### config.mk
export PLATFORM = sky130hd
export DESIGN_NAME = mem_access_stage
export DESIGN_NICKNAME = d
export VERILOG_FILES = /design/src/rtl/mem_access_stage.sv
export SDC_FILE = /design/constraint.sdc
export NUM_CORES = 1
export LEC_CHECK = 0
export CAP_MARGIN = 15
export CELL_PAD_IN_SITES_DETAIL_PLACEMENT = 0
export CELL_PAD_IN_SITES_GLOBAL_PLACEMENT = 1
export CORE_MARGIN = 2
export CORE_UTILIZATION = 38
export CTS_CLUSTER_DIAMETER = 60
export DETAILED_ROUTE_END_ITERATION = 8
export HOLD_SLACK_MARGIN = 0.06
export PLACE_DENSITY_LB_ADDON = 0.1
export SETUP_SLACK_MARGIN = 0.15
export SLEW_MARGIN = 40
export SYNTH_ARGS = -nofsm -noshare
export SYNTH_HDL_FRONTEND = slang
export SYNTH_SLANG_ARGS = --single-unit
export TNS_END_PERCENT = 50
### constraint.sdc
create_clock -name clk -period 6.95 [get_ports clk]
set_input_delay 1.0425 -clock clk [delete_from_list [all_inputs] [get_ports clk]]
set_output_delay 1.0425 -clock clk [all_outputs]
set_load 0.02 [all_outputs]
### src/rtl/mem_access_stage.sv
// MEM pipeline stage: decodes the EX/MEM opcode, issues one data-memory
// request at a time, and loads the MEM/WB register on completion.
//
// Handshake: upstream presents an instruction with in_valid=1. The stage takes
// it on any rising edge where stall=0, and upstream must hold in_* stable for
// as long as stall=1. A memory request is held (dm_req=1, dm_* constant) until
// the first cycle with dm_ack=1. That cycle completes it, and dm_rdata is
// sampled in that same cycle.
module mem_access_stage (
  input  logic        clk,
  input  logic        reset,
  input  logic        in_valid,
  input  logic [5:0]  in_ir,
  input  logic [31:0] in_addr,
  input  logic [31:0] in_rt,
  output logic        stall,
  output logic        dm_req,
  output logic        dm_we,
  output logic [31:0] dm_addr,
  output logic [3:0]  dm_be,
  output logic [31:0] dm_wdata,
  input  logic        dm_ack,
  input  logic [31:0] dm_rdata,
  output logic        wb_valid,
  output logic [31:0] wb_mem_data,
  output logic [1:0]  wb_addr_lo,
  output logic [5:0]  wb_ir,
  output logic        exc_adel,
  output logic        exc_ades,
  output logic        dbg_busy
);

  localparam logic [5:0] OP_LB  = 6'b100000;
  localparam logic [5:0] OP_LH  = 6'b100001;
  localparam logic [5:0] OP_LWL = 6'b100010;
  localparam logic [5:0] OP_LW  = 6'b100011;
  localparam logic [5:0] OP_LBU = 6'b100100;
  localparam logic [5:0] OP_LHU = 6'b100101;
  localparam logic [5:0] OP_LWR = 6'b100110;
  localparam logic [5:0] OP_SB  = 6'b101000;
  localparam logic [5:0] OP_SH  = 6'b101001;
  localparam logic [5:0] OP_SWL = 6'b101010;
  localparam logic [5:0] OP_SW  = 6'b101011;
  localparam logic [5:0] OP_SWR = 6'b101110;

  typedef enum logic {IDLE = 1'b0, BUSY = 1'b1} state_t;

  state_t      state_q, state_d;
  logic        dm_req_q, dm_req_d;
  logic        dm_we_q, dm_we_d;
  logic [31:0] dm_addr_q, dm_addr_d;
  logic [3:0]  dm_be_q, dm_be_d;
  logic [31:0] dm_wdata_q, dm_wdata_d;
  logic [5:0]  req_ir_q, req_ir_d;
  logic [1:0]  req_lo_q, req_lo_d;
  logic        req_load_q, req_load_d;
  logic        wb_valid_q, wb_valid_d;
  logic [31:0] wb_mem_data_q, wb_mem_data_d;
  logic [1:0]  wb_addr_lo_q, wb_addr_lo_d;
  logic [5:0]  wb_ir_q, wb_ir_d;
  logic        exc_adel_q, exc_adel_d;
  logic        exc_ades_q, exc_ades_d;

  logic [1:0]  off;
  logic        is_load, is_store, misal, accept;
  logic [3:0]  st_be;
  logic [31:0] st_wdata;

  assign off = in_addr[1:0];

  // Opcode decode, alignment check and big-endian store lane steering.
  always_comb begin
    is_load  = 1'b0;
    is_store = 1'b0;
    misal    = 1'b0;
    st_be    = 4'b0000;
    st_wdata = 32'h0;
    case (in_ir)
      OP_LB, OP_LBU, OP_LWL, OP_LWR: is_load = 1'b1;
      OP_LH, OP_LHU: begin
        is_load = 1'b1;
        misal   = off[0];
      end
      OP_LW: begin
        is_load = 1'b1;
        misal   = |off;
      end
      OP_SB: begin
        is_store = 1'b1;
        st_be    = 4'b1000 >> off;
        st_wdata = {4{in_rt[7:0]}};
      end
      OP_SH: begin
        is_store = 1'b1;
        misal    = off[0];
        st_be    = off[1] ? 4'b0011 : 4'b1100;
        st_wdata = {2{in_rt[15:0]}};
      end
      OP_SW: begin
        is_store = 1'b1;
        misal    = |off;
        st_be    = 4'b1111;
        st_wdata = in_rt;
      end
      OP_SWL: begin
        is_store = 1'b1;
        st_be    = 4'b1111 >> off;
        st_wdata = in_rt >> {off, 3'b000};
      end
      OP_SWR: begin
        // For a 2-bit offset, (3 - off) is the same as ~off.
        is_store = 1'b1;
        st_be    = 4'b1111 << ~off;
        st_wdata = in_rt << {~off, 3'b000};
      end
      default: ;
    endcase
    accept = in_valid & (is_load | is_store) & ~misal;
  end

  // Stall is combinational so the accepting cycle already holds upstream.
  // It is forced low while reset is asserted.
  always_comb begin
    if (reset)
      stall = 1'b0;
    else if (state_q == IDLE)
      stall = accept;
    else
      stall = ~dm_ack;
  end

  // Next-state logic for the FSM, the request registers and MEM/WB.
  always_comb begin
    state_d       = state_q;
    dm_req_d      = dm_req_q;
    dm_we_d       = dm_we_q;
    dm_addr_d     = dm_addr_q;
    dm_be_d       = dm_be_q;
    dm_wdata_d    = dm_wdata_q;
    req_ir_d      = req_ir_q;
    req_lo_d      = req_lo_q;
    req_load_d    = req_load_q;
    wb_valid_d    = 1'b0;
    wb_mem_data_d = wb_mem_data_q;
    wb_addr_lo_d  = wb_addr_lo_q;
    wb_ir_d       = wb_ir_q;
    exc_adel_d    = 1'b0;
    exc_ades_d    = 1'b0;
    case (state_q)
      IDLE: begin
        if (accept) begin
          state_d    = BUSY;
          dm_req_d   = 1'b1;
          dm_we_d    = is_store;
          dm_addr_d  = {in_addr[31:2], 2'b00};
          dm_be_d    = st_be;
          dm_wdata_d = st_wdata;
          req_ir_d   = in_ir;
          req_lo_d   = off;
          req_load_d = is_load;
        end else if (in_valid) begin
          wb_valid_d    = 1'b1;
          wb_mem_data_d = 32'h0;
          wb_addr_lo_d  = off;
          wb_ir_d       = in_ir;
          exc_adel_d    = misal & is_load;
          exc_ades_d    = misal & is_store;
        end
      end
      BUSY: begin
        if (dm_ack) begin
          state_d       = IDLE;
          dm_req_d      = 1'b0;
          dm_we_d       = 1'b0;
          dm_addr_d     = 32'h0;
          dm_be_d       = 4'b0000;
          dm_wdata_d    = 32'h0;
          wb_valid_d    = 1'b1;
          wb_mem_data_d = req_load_q ? dm_rdata : 32'h0;
          wb_addr_lo_d  = req_lo_q;
          wb_ir_d       = req_ir_q;
        end
      end
      default: state_d = IDLE;
    endcase
  end

  // State registers. Reset clears everything at once, which also drops any
  // request that is in flight.
  always_ff @(posedge clk or posedge reset) begin
    if (reset) begin
      state_q       <= IDLE;
      dm_req_q      <= 1'b0;
      dm_we_q       <= 1'b0;
      dm_addr_q     <= 32'h0;
      dm_be_q       <= 4'b0000;
      dm_wdata_q    <= 32'h0;
      req_ir_q      <= 6'h0;
      req_lo_q      <= 2'b00;
      req_load_q    <= 1'b0;
      wb_valid_q    <= 1'b0;
      wb_mem_data_q <= 32'h0;
      wb_addr_lo_q  <= 2'b00;
      wb_ir_q       <= 6'h0;
      exc_adel_q    <= 1'b0;
      exc_ades_q    <= 1'b0;
    end else begin
      state_q       <= state_d;
      dm_req_q      <= dm_req_d;
      dm_we_q       <= dm_we_d;
      dm_addr_q     <= dm_addr_d;
      dm_be_q       <= dm_be_d;
      dm_wdata_q    <= dm_wdata_d;
      req_ir_q      <= req_ir_d;
      req_lo_q      <= req_lo_d;
      req_load_q    <= req_load_d;
      wb_valid_q    <= wb_valid_d;
      wb_mem_data_q <= wb_mem_data_d;
      wb_addr_lo_q  <= wb_addr_lo_d;
      wb_ir_q       <= wb_ir_d;
      exc_adel_q    <= exc_adel_d;
      exc_ades_q    <= exc_ades_d;
    end
  end

  assign dm_req      = dm_req_q;
  assign dm_we       = dm_we_q;
  assign dm_addr     = dm_addr_q;
  assign dm_be       = dm_be_q;
  assign dm_wdata    = dm_wdata_q;
  assign wb_valid    = wb_valid_q;
  assign wb_mem_data = wb_mem_data_q;
  assign wb_addr_lo  = wb_addr_lo_q;
  assign wb_ir       = wb_ir_q;
  assign exc_adel    = exc_adel_q;
  assign exc_ades    = exc_ades_q;
  assign dbg_busy    = (state_q == BUSY);

endmodule

==> flow_results.xml, run 1 <==
<?xml version="1.0" encoding="UTF-8"?>
<metrics>
  <group name="sta">
    <metric name="maxSlewHeadroom" unit="">0.461</metric>
    <metric name="fin_hold_ws" unit="ns">0.470</metric>
    <metric name="fin_crit" unit="ns">4.61</metric>
    <metric name="unrepaired_setup_endpoints_after_global_routing" unit="">false</metric>
    <metric name="finalSetupViolCount" unit="">0</metric>
    <metric name="finalClockSkew" unit="ns">0.00778</metric>
    <metric name="layout_worst_path_cycle_share" unit="">0.663</metric>
    <metric name="worst_pin_slew" unit="ns">0.807</metric>
    <metric name="hold_violation_count_in_the_final_report" unit="">0</metric>
    <metric name="slew_violations" unit="">0</metric>
    <metric name="max_clock_freq" unit="MHz">217</metric>
    <metric name="tns" unit="ns">0</metric>
  </group>
  <group name="die">
    <metric name="die_width" unit="um">136</metric>
    <metric name="die_h" unit="um">136</metric>
    <metric name="dieArea" unit="um2">18500</metric>
    <metric name="initial_core_util" unit="">0.385</metric>
    <metric name="core_area" unit="um2">17200</metric>
    <metric name="floorplan.rows" unit="">48</metric>
    <metric name="num_io_pins" unit="">221</metric>
  </group>
  <group name="drt">
    <metric name="final_antenna_net_count" unit="">0</metric>
    <metric name="vias_post_dr" unit="">5718</metric>
    <metric name="wire_per_inst" unit="um">19.5</metric>
    <metric name="postRouteWirelength" unit="um">20200</metric>
    <metric name="first_pass_iters" unit="">4</metric>
    <metric name="drc" unit="">0</metric>
    <metric name="route.detailed.vias_per_inst" unit="">5.51</metric>
    <metric name="drtIter0Drc" unit="">351</metric>
  </group>
  <group name="synthesis">
    <metric name="synthesis.area_per_instance" unit="um2">10.8</metric>
    <metric name="syn_area" unit="um2">6620</metric>
    <metric name="synth_seq_cells" unit="">121</metric>
    <metric name="synth.yosys.warnings" unit="">0</metric>
    <metric name="syn-instance-count" unit="">615</metric>
    <metric name="synth-seq-area-share" unit="">0.458</metric>
    <metric name="distinct_cell_type_count_after_synthesis" unit="">53</metric>
  </group>
  <group name="cts">
    <metric name="number_of_buffers_inserted_during_clock_tree_synthesis" unit="">17</metric>
    <metric name="cts_hold_repair.buffers" unit="">0</metric>
    <metric name="clkTransAtPathRegs" unit="ns">0.05</metric>
    <metric name="clock_tree.htree_level_count" unit="">4</metric>
    <metric name="cts_root_buf" unit="">sky130_fd_sc_hd__clkbuf_16</metric>
    <metric name="clock_sinks" unit="">121</metric>
    <metric name="cts_buffer_depth" unit="">2</metric>
    <metric name="post_cts_resize_count" unit="">0</metric>
    <metric name="tritoncts" unit="">yes</metric>
    <metric name="insertion_delay" unit="ns">0.41</metric>
    <metric name="cts.repair_timing.setup_buffer_count" unit="">0</metric>
  </group>
  <group name="cells_and_area">
    <metric name="fin_nets" unit="">906</metric>
    <metric name="drive_gt1_frac" unit="">0.0959</metric>
    <metric name="area_growth_syn_to_layout" unit="%">41.8</metric>
    <metric name="multiInputGateArea" unit="um2">3150</metric>
    <metric name="register_area" unit="um2">3030</metric>
    <metric name="n_antenna_cell" unit="">0</metric>
    <metric name="filler_cell_count" unit="">1542</metric>
    <metric name="layoutNonFillerInstCount" unit="">1038</metric>
  </group>
  <group name="critical_path">
    <metric name="worst_setup_path_end_kind" unit="">output pin</metric>
    <metric name="crit_path_top_delay_cell" unit="">sky130_fd_sc_hd__clkdlybuf4s50_1</metric>
    <metric name="timing.critical_path.cells" unit="">clkdlybuf4s50_1 -&gt; buf_4 -&gt; and4b_1 -&gt; a31oi_2 -&gt; nand3_2 -&gt; a21oi_1 -&gt; clkdlybuf4s50_1</metric>
    <metric name="regToRegSetupSlack" unit="ns">5.09</metric>
    <metric name="rr_endpoint" unit="">req_ir_q[1]</metric>
    <metric name="crit_start" unit="">in_addr[1]</metric>
    <metric name="critical_path_arrival" unit="ns">3.57</metric>
    <metric name="largest_fanout_on_the_critical_path" unit="">38</metric>
    <metric name="ff2ff_path_depth" unit="">4</metric>
    <metric name="crit_path_frequent_cell" unit="">sky130_fd_sc_hd__clkdlybuf4s50_1</metric>
    <metric name="crit_type" unit="">input port to output pin</metric>
    <metric name="crit_path_start_kind" unit="">input port</metric>
    <metric name="r2r_start" unit="">dbg_busy</metric>
    <metric name="slowest_delay" unit="ns">0.64</metric>
    <metric name="timing.critical_path.required" unit="ns">5.91</metric>
  </group>
  <group name="global_routing">
    <metric name="first_global_vias" unit="">5679</metric>
    <metric name="grtUsageTotal" unit="">0.222</metric>
    <metric name="global_route.overflow_total" unit="">0</metric>
    <metric name="grt_antenna_before_repair" unit="">0</metric>
    <metric name="grt_max_degree" unit="">80</metric>
    <metric name="grt_pass1_wl" unit="um">31900</metric>
  </group>
  <group name="power">
    <metric name="ir_worst_vdd" unit="V">0.000167</metric>
    <metric name="cellPowerDensity" unit="nW/um2">225</metric>
    <metric name="report.power.total" unit="W">0.00211</metric>
    <metric name="p_leak" unit="nW">4.11</metric>
  </group>
  <group name="hold_path">
    <metric name="hold_path_end" unit="">req_ir_q[5]</metric>
    <metric name="hold-path-cell-count" unit="">1</metric>
    <metric name="hold_path_class" unit="">flip-flop to flip-flop</metric>
    <metric name="hold_start" unit="">req_ir_q[5]</metric>
  </group>
  <group name="placement">
    <metric name="hpwlAfterDp" unit="um">13400</metric>
    <metric name="cells_after_dpl" unit="">1006</metric>
    <metric name="globalplace.congestion" unit="">0.850</metric>
    <metric name="port-buffer-count" unit="">218</metric>
  </group>
  <group name="flow_run">
    <metric name="drv_cap" unit="">0</metric>
  </group>
  <group name="status">
    <metric name="outcome" unit="">complete, no violations</metric>
  </group>
</metrics>
cell type report:
type / instances / area share
well taps: 225 / 0.0300
inverters: 35 / 0.0145
clock buffers: 21 / 0.0491
clock inverters: 11 / 0.0104
repair buffers: 226 / 0.238
flip-flops and latches: 121 / 0.323
multi-input cells: 399 / 0.335
kinds of logic (layout without fill, tap and decap cells):
family	after synthesis	count (layout)	synth area share
AND/OR/NAND/NOR	150	150	0.118
flip-flops	121	121	0.458
multiplexers	86	86	0.132
AO/OA/AOI/OAI	161	161	0.222
other	1	2	0.000567
buffers and inverters	96	293	0.0706
metal layers:
layer	GRT usage	part of all wire	up-vias
met2	0.339	0.47	203
met5	0	0	-
li1	-	-	2661
met4	0.0631	0.012	0
met1	0.302	0.44	2833
met3	0.0727	0.080	21
through the flow:
stage / area [um2] / utilization / setup slack (ns)
3_3_place_gp: 8800 / 0.512 / 2.41
3_5_place_dp: 8810 / 0.513 / 2.33
6_report: 9380 / 0.546 / 2.34
5_1_grt: 9380 / 0.546 / 2.21
4_1_cts: 9370 / 0.545 / 2.32
2_1_floorplan: 6620 / - / 2.69
critical path: cells and delay by family:
family / cells / cell delay [ns]
and+or+nand+nor: 2 / 0.43
buffers and inverters: 3 / 1.32
AOI/OAI and AO/OA: 2 / 0.76
report_power, final:
part | internal, W | total (W) | switching [W]
clock network | 0.000509 | 0.000844 | 0.000335
registers | 0.000769 | 0.000803 | 0.0000340
logic | 0.000216 | 0.000463 | 0.000247
worst max path at each step:
| stage | to |
|---|---|
| 2_1_floorplan | dbg_busy |
| 3_3_place_gp | stall |
| 3_5_place_dp | stall |
| 4_1_cts | stall |
| 5_1_grt | stall |
| 6_report | stall |
layout by cell type, fill, tap and decap left out, types with 3 or more instances in the layout:
cell type	n
sky130_fd_sc_hd__o2bb2ai_1	25
sky130_fd_sc_hd__mux2_1	3
sky130_fd_sc_hd__o21ai_0	3
sky130_fd_sc_hd__buf_4	10
sky130_fd_sc_hd__clkdlybuf4s50_1	215
sky130_fd_sc_hd__o2bb2ai_2	20
sky130_fd_sc_hd__a221oi_1	8
sky130_fd_sc_hd__a22oi_1	8
sky130_fd_sc_hd__and3_1	8
sky130_fd_sc_hd__inv_1	33
sky130_fd_sc_hd__clkinvlp_4	4
sky130_fd_sc_hd__nand3_1	8
sky130_fd_sc_hd__o211ai_1	8
sky130_fd_sc_hd__nor2_1	25
sky130_fd_sc_hd__nand2_1	36
sky130_fd_sc_hd__dfrtp_1	121
sky130_fd_sc_hd__a21oi_1	15
sky130_fd_sc_hd__a211oi_1	28
sky130_fd_sc_hd__mux2i_1	80
sky130_fd_sc_hd__nand2b_1	13
sky130_fd_sc_hd__nor2b_1	3
sky130_fd_sc_hd__clkbuf_16	17
sky130_fd_sc_hd__a32o_1	32
sky130_fd_sc_hd__nor3_1	33
sky130_fd_sc_hd__nand3b_1	9
sky130_fd_sc_hd__clkinv_2	4
flip-flops by register name (all words and copies together), names as in the netlist, 2 cells and up:
register and cells:
req_lo_q 2, dm_wdata 32, wb_addr_lo 2, dm_be 4, dm_addr 30, wb_mem_data 32
wb_ir 6, req_ir_q 6
cells in the mapped netlist (all sizes together):
cell type / instances / area, um2
dfrtp: 121 / 3030
mux2i: 80 / 801
o2bb2ai: 45 / 519
buf: 40 / 257
nand2: 37 / 139
inv: 35 / 131
nor3: 33 / 165
a32o: 32 / 320
a211oi: 29 / 223
nor2: 27 / 104
clkbuf: 21 / 78.8
a21oi: 16 / 83.8
nand2b: 13 / 81.3
nand3: 9 / 50.1
nand3b: 9 / 67.6
a221oi: 8 / 70.1
a22oi: 8 / 60.1
and3: 8 / 50.1
o211ai: 8 / 60.1
mux2: 6 / 71.3
o21ai: 4 / 20.0
a31oi: 3 / 40.0
nor2b: 3 / 18.8
a21bo: 2 / 20.0
and2: 2 / 12.5
nand4b: 2 / 17.5
o22ai: 2 / 12.5
a21o: 1 / 8.76
a311o: 1 / 10.0
and3b: 1 / 8.76
and4: 1 / 8.76
and4b: 1 / 10.0
and4bb: 1 / 12.5
conb: 1 / 3.75
nand4: 1 / 12.5
nand4bb: 1 / 11.3
o211a: 1 / 10.0
o32ai: 1 / 8.76
or3b: 1 / 8.76
(Power assumes the default switching activity.)
==> run 2: changes to the inputs <==
--- a/config.mk
+++ b/config.mk
@@ -9,7 +9,7 @@
 export CELL_PAD_IN_SITES_DETAIL_PLACEMENT = 0
 export CELL_PAD_IN_SITES_GLOBAL_PLACEMENT = 1
 export CORE_MARGIN = 2
-export CORE_UTILIZATION = 38
+export CORE_UTILIZATION = 35
 export CTS_CLUSTER_DIAMETER = 60
 export DETAILED_ROUTE_END_ITERATION = 8
 export HOLD_SLACK_MARGIN = 0.06
==> constraint.sdc (replaced) <==
create_clock -name clk -period 4.8 [get_ports clk]
set_input_delay 0.72 -clock clk [delete_from_list [all_inputs] [get_ports clk]]
set_output_delay 0.72 -clock clk [all_outputs]
set_load 0.02 [all_outputs]
==> flow_results.xml, run 2 (synthesis gave the netlist of run 1 again) <==
<?xml version="1.0" encoding="UTF-8"?>
<metrics>
  <group name="sta">
    <metric name="worst_pin_slew" unit="ns">0.849</metric>
    <metric name="layout_worst_path_cycle_share" unit="">0.723</metric>
    <metric name="tns" unit="ns">0</metric>
    <metric name="unrepaired_setup_endpoints_after_global_routing" unit="">false</metric>
    <metric name="finalClockSkew" unit="ns">0.00647</metric>
    <metric name="worst_setup_slack_final" unit="ns">1.33</metric>
    <metric name="maxSlewHeadroom" unit="">0.433</metric>
    <metric name="fin_crit" unit="ns">3.47</metric>
    <metric name="hold_violation_count_in_the_final_report" unit="">0</metric>
    <metric name="slew_violations" unit="">0</metric>
    <metric name="max_clock_freq" unit="MHz">288</metric>
    <metric name="finalSetupViolCount" unit="">0</metric>
  </group>
  <group name="critical_path">
    <metric name="ff2ff_path_depth" unit="">3</metric>
    <metric name="crit_path_start_kind" unit="">input port</metric>
    <metric name="crit_type" unit="">input port to output pin</metric>
    <metric name="critical_path_arrival" unit="ns">2.75</metric>
    <metric name="rr_endpoint" unit="">wb_mem_data[23]</metric>
    <metric name="regToRegSetupSlack" unit="ns">2.85</metric>
    <metric name="worst_setup_path_end_kind" unit="">output pin</metric>
    <metric name="largest_fanout_on_the_critical_path" unit="">10</metric>
    <metric name="r2r_start" unit="">dbg_busy</metric>
    <metric name="timing.critical_path.required" unit="ns">4.08</metric>
  </group>
  <group name="global_routing">
    <metric name="grtUsageTotal" unit="">0.215</metric>
    <metric name="grt_max_degree" unit="">73</metric>
    <metric name="first_global_vias" unit="">5968</metric>
    <metric name="global_route.overflow_total" unit="">0</metric>
    <metric name="grt_antenna_before_repair" unit="">2</metric>
    <metric name="grt_pass1_wl" unit="um">33500</metric>
  </group>
  <group name="cts">
    <metric name="tritoncts" unit="">yes</metric>
    <metric name="clkTransAtPathRegs" unit="ns">0.05</metric>
    <metric name="clock_sinks" unit="">121</metric>
    <metric name="insertion_delay" unit="ns">0.41</metric>
    <metric name="post_cts_resize_count" unit="">0</metric>
    <metric name="clock_tree.htree_level_count" unit="">4</metric>
    <metric name="cts_root_buf" unit="">sky130_fd_sc_hd__clkbuf_16</metric>
    <metric name="cts_buffer_depth" unit="">2</metric>
    <metric name="cts_hold_repair.buffers" unit="">0</metric>
    <metric name="cts.repair_timing.setup_buffer_count" unit="">0</metric>
    <metric name="number_of_buffers_inserted_during_clock_tree_synthesis" unit="">17</metric>
  </group>
  <group name="drt">
    <metric name="wire_per_inst" unit="um">20.5</metric>
    <metric name="first_pass_iters" unit="">4</metric>
    <metric name="vias_post_dr" unit="">5856</metric>
    <metric name="postRouteWirelength" unit="um">21500</metric>
    <metric name="final_antenna_net_count" unit="">0</metric>
    <metric name="drtIter0Drc" unit="">282</metric>
    <metric name="route.detailed.vias_per_inst" unit="">5.57</metric>
    <metric name="drc" unit="">0</metric>
  </group>
  <group name="cells_and_area">
    <metric name="layoutNonFillerInstCount" unit="">1051</metric>
    <metric name="layout_common_cells" unit="">sky130_fd_sc_hd__clkdlybuf4s50_1, sky130_fd_sc_hd__dfrtp_1, sky130_fd_sc_hd__mux2i_1</metric>
    <metric name="layout.cells.most_common" unit="">sky130_fd_sc_hd__clkdlybuf4s50_1</metric>
    <metric name="drive_gt1_frac" unit="">0.100</metric>
    <metric name="n_antenna_cell" unit="">0</metric>
    <metric name="fin_area" unit="um2">9430</metric>
    <metric name="fin_nets" unit="">911</metric>
    <metric name="area_growth_syn_to_layout" unit="%">42.6</metric>
  </group>
  <group name="die">
    <metric name="die_width" unit="um">141</metric>
    <metric name="floorplan.rows" unit="">50</metric>
    <metric name="die_h" unit="um">141</metric>
    <metric name="core_area" unit="um2">18600</metric>
    <metric name="dieArea" unit="um2">20000</metric>
    <metric name="initial_core_util" unit="">0.355</metric>
    <metric name="num_io_pins" unit="">221</metric>
  </group>
  <group name="power">
    <metric name="p_leak" unit="nW">4.15</metric>
    <metric name="cellPowerDensity" unit="nW/um2">328</metric>
    <metric name="ir_worst_vdd" unit="V">0.000260</metric>
    <metric name="report.power.total" unit="W">0.00310</metric>
  </group>
  <group name="hold_path">
    <metric name="hold-path-cell-count" unit="">2</metric>
    <metric name="hold_path_end" unit="">dm_req</metric>
    <metric name="hold_path_class" unit="">flip-flop to flip-flop</metric>
    <metric name="hold_start" unit="">dm_req</metric>
  </group>
  <group name="placement">
    <metric name="place_area" unit="um2">8860</metric>
    <metric name="port-buffer-count" unit="">218</metric>
    <metric name="hpwlAfterDp" unit="um">14200</metric>
    <metric name="dpl_worst_slack" unit="ns">1.31</metric>
    <metric name="globalplace.congestion" unit="">0.787</metric>
    <metric name="cells_after_dpl" unit="">1020</metric>
  </group>
  <group name="flow_run">
    <metric name="drv_cap" unit="">0</metric>
  </group>
  <group name="status">
    <metric name="outcome" unit="">complete, no violations</metric>
  </group>
</metrics>
==> run 2: critical path, stage by stage <==
cell and delay (ns):
sky130_fd_sc_hd__clkdlybuf4s50_1 0.68, sky130_fd_sc_hd__and4b_1 0.25, sky130_fd_sc_hd__a31oi_2 0.20, sky130_fd_sc_hd__nand3_2 0.11
sky130_fd_sc_hd__a21oi_1 0.16, sky130_fd_sc_hd__clkdlybuf4s50_1 0.63
==> run 2: worst max-delay path by stage <==
stage          startpoint        to  slack, ns  cells past startpoint
2_1_floorplan       reset  dbg_busy       0.87                      1
3_3_place_gp     in_ir[2]     stall       1.39                      6
5_1_grt          in_ir[2]     stall       1.22                      6
6_report         in_ir[2]     stall       1.33                      6
3_5_place_dp     in_ir[2]     stall       1.31                      6
4_1_cts          in_ir[2]     stall       1.31                      6
==> run 2: per-layer routing <==
layer | wire length [um] | track usage | vias to the layer above
li1 | - | - | 2673
met5 | 16 | 0 | -
met1 | 9340 | 0.286 | 2913
met2 | 10100 | 0.336 | 247
met3 | 1770 | 0.0655 | 21
met4 | 311 | 0.0684 | 2
==> run 2: power breakdown <==
part | switching, W | leakage, nW | internal, W
clock network | 0.000457 | 0.285 | 0.000796
registers | 0.0000526 | 1.61 | 0.00111
logic | 0.000363 | 2.25 | 0.000315
total | 0.000873 | 4.15 | 0.00223
==> run 2: area by class of cell <==
cell class	count	area (um2)
Fill cell	1663	9210
Multi-Input combinational cell	399	3140
Sequential cell	121	3030
Timing Repair Buffer	231	2260
Clock buffer	22	474
Tap cell	234	293
Inverter	35	136
Clock inverter	9	97.6
==> run 2: metrics by stage <==
stage,hold WS (ns),utilization
after floorplan,0.436,-
after global placement,0.450,0.475
after detailed placement,0.466,0.475
after CTS,0.483,0.506
after global routing,0.495,0.506
final,0.485,0.506
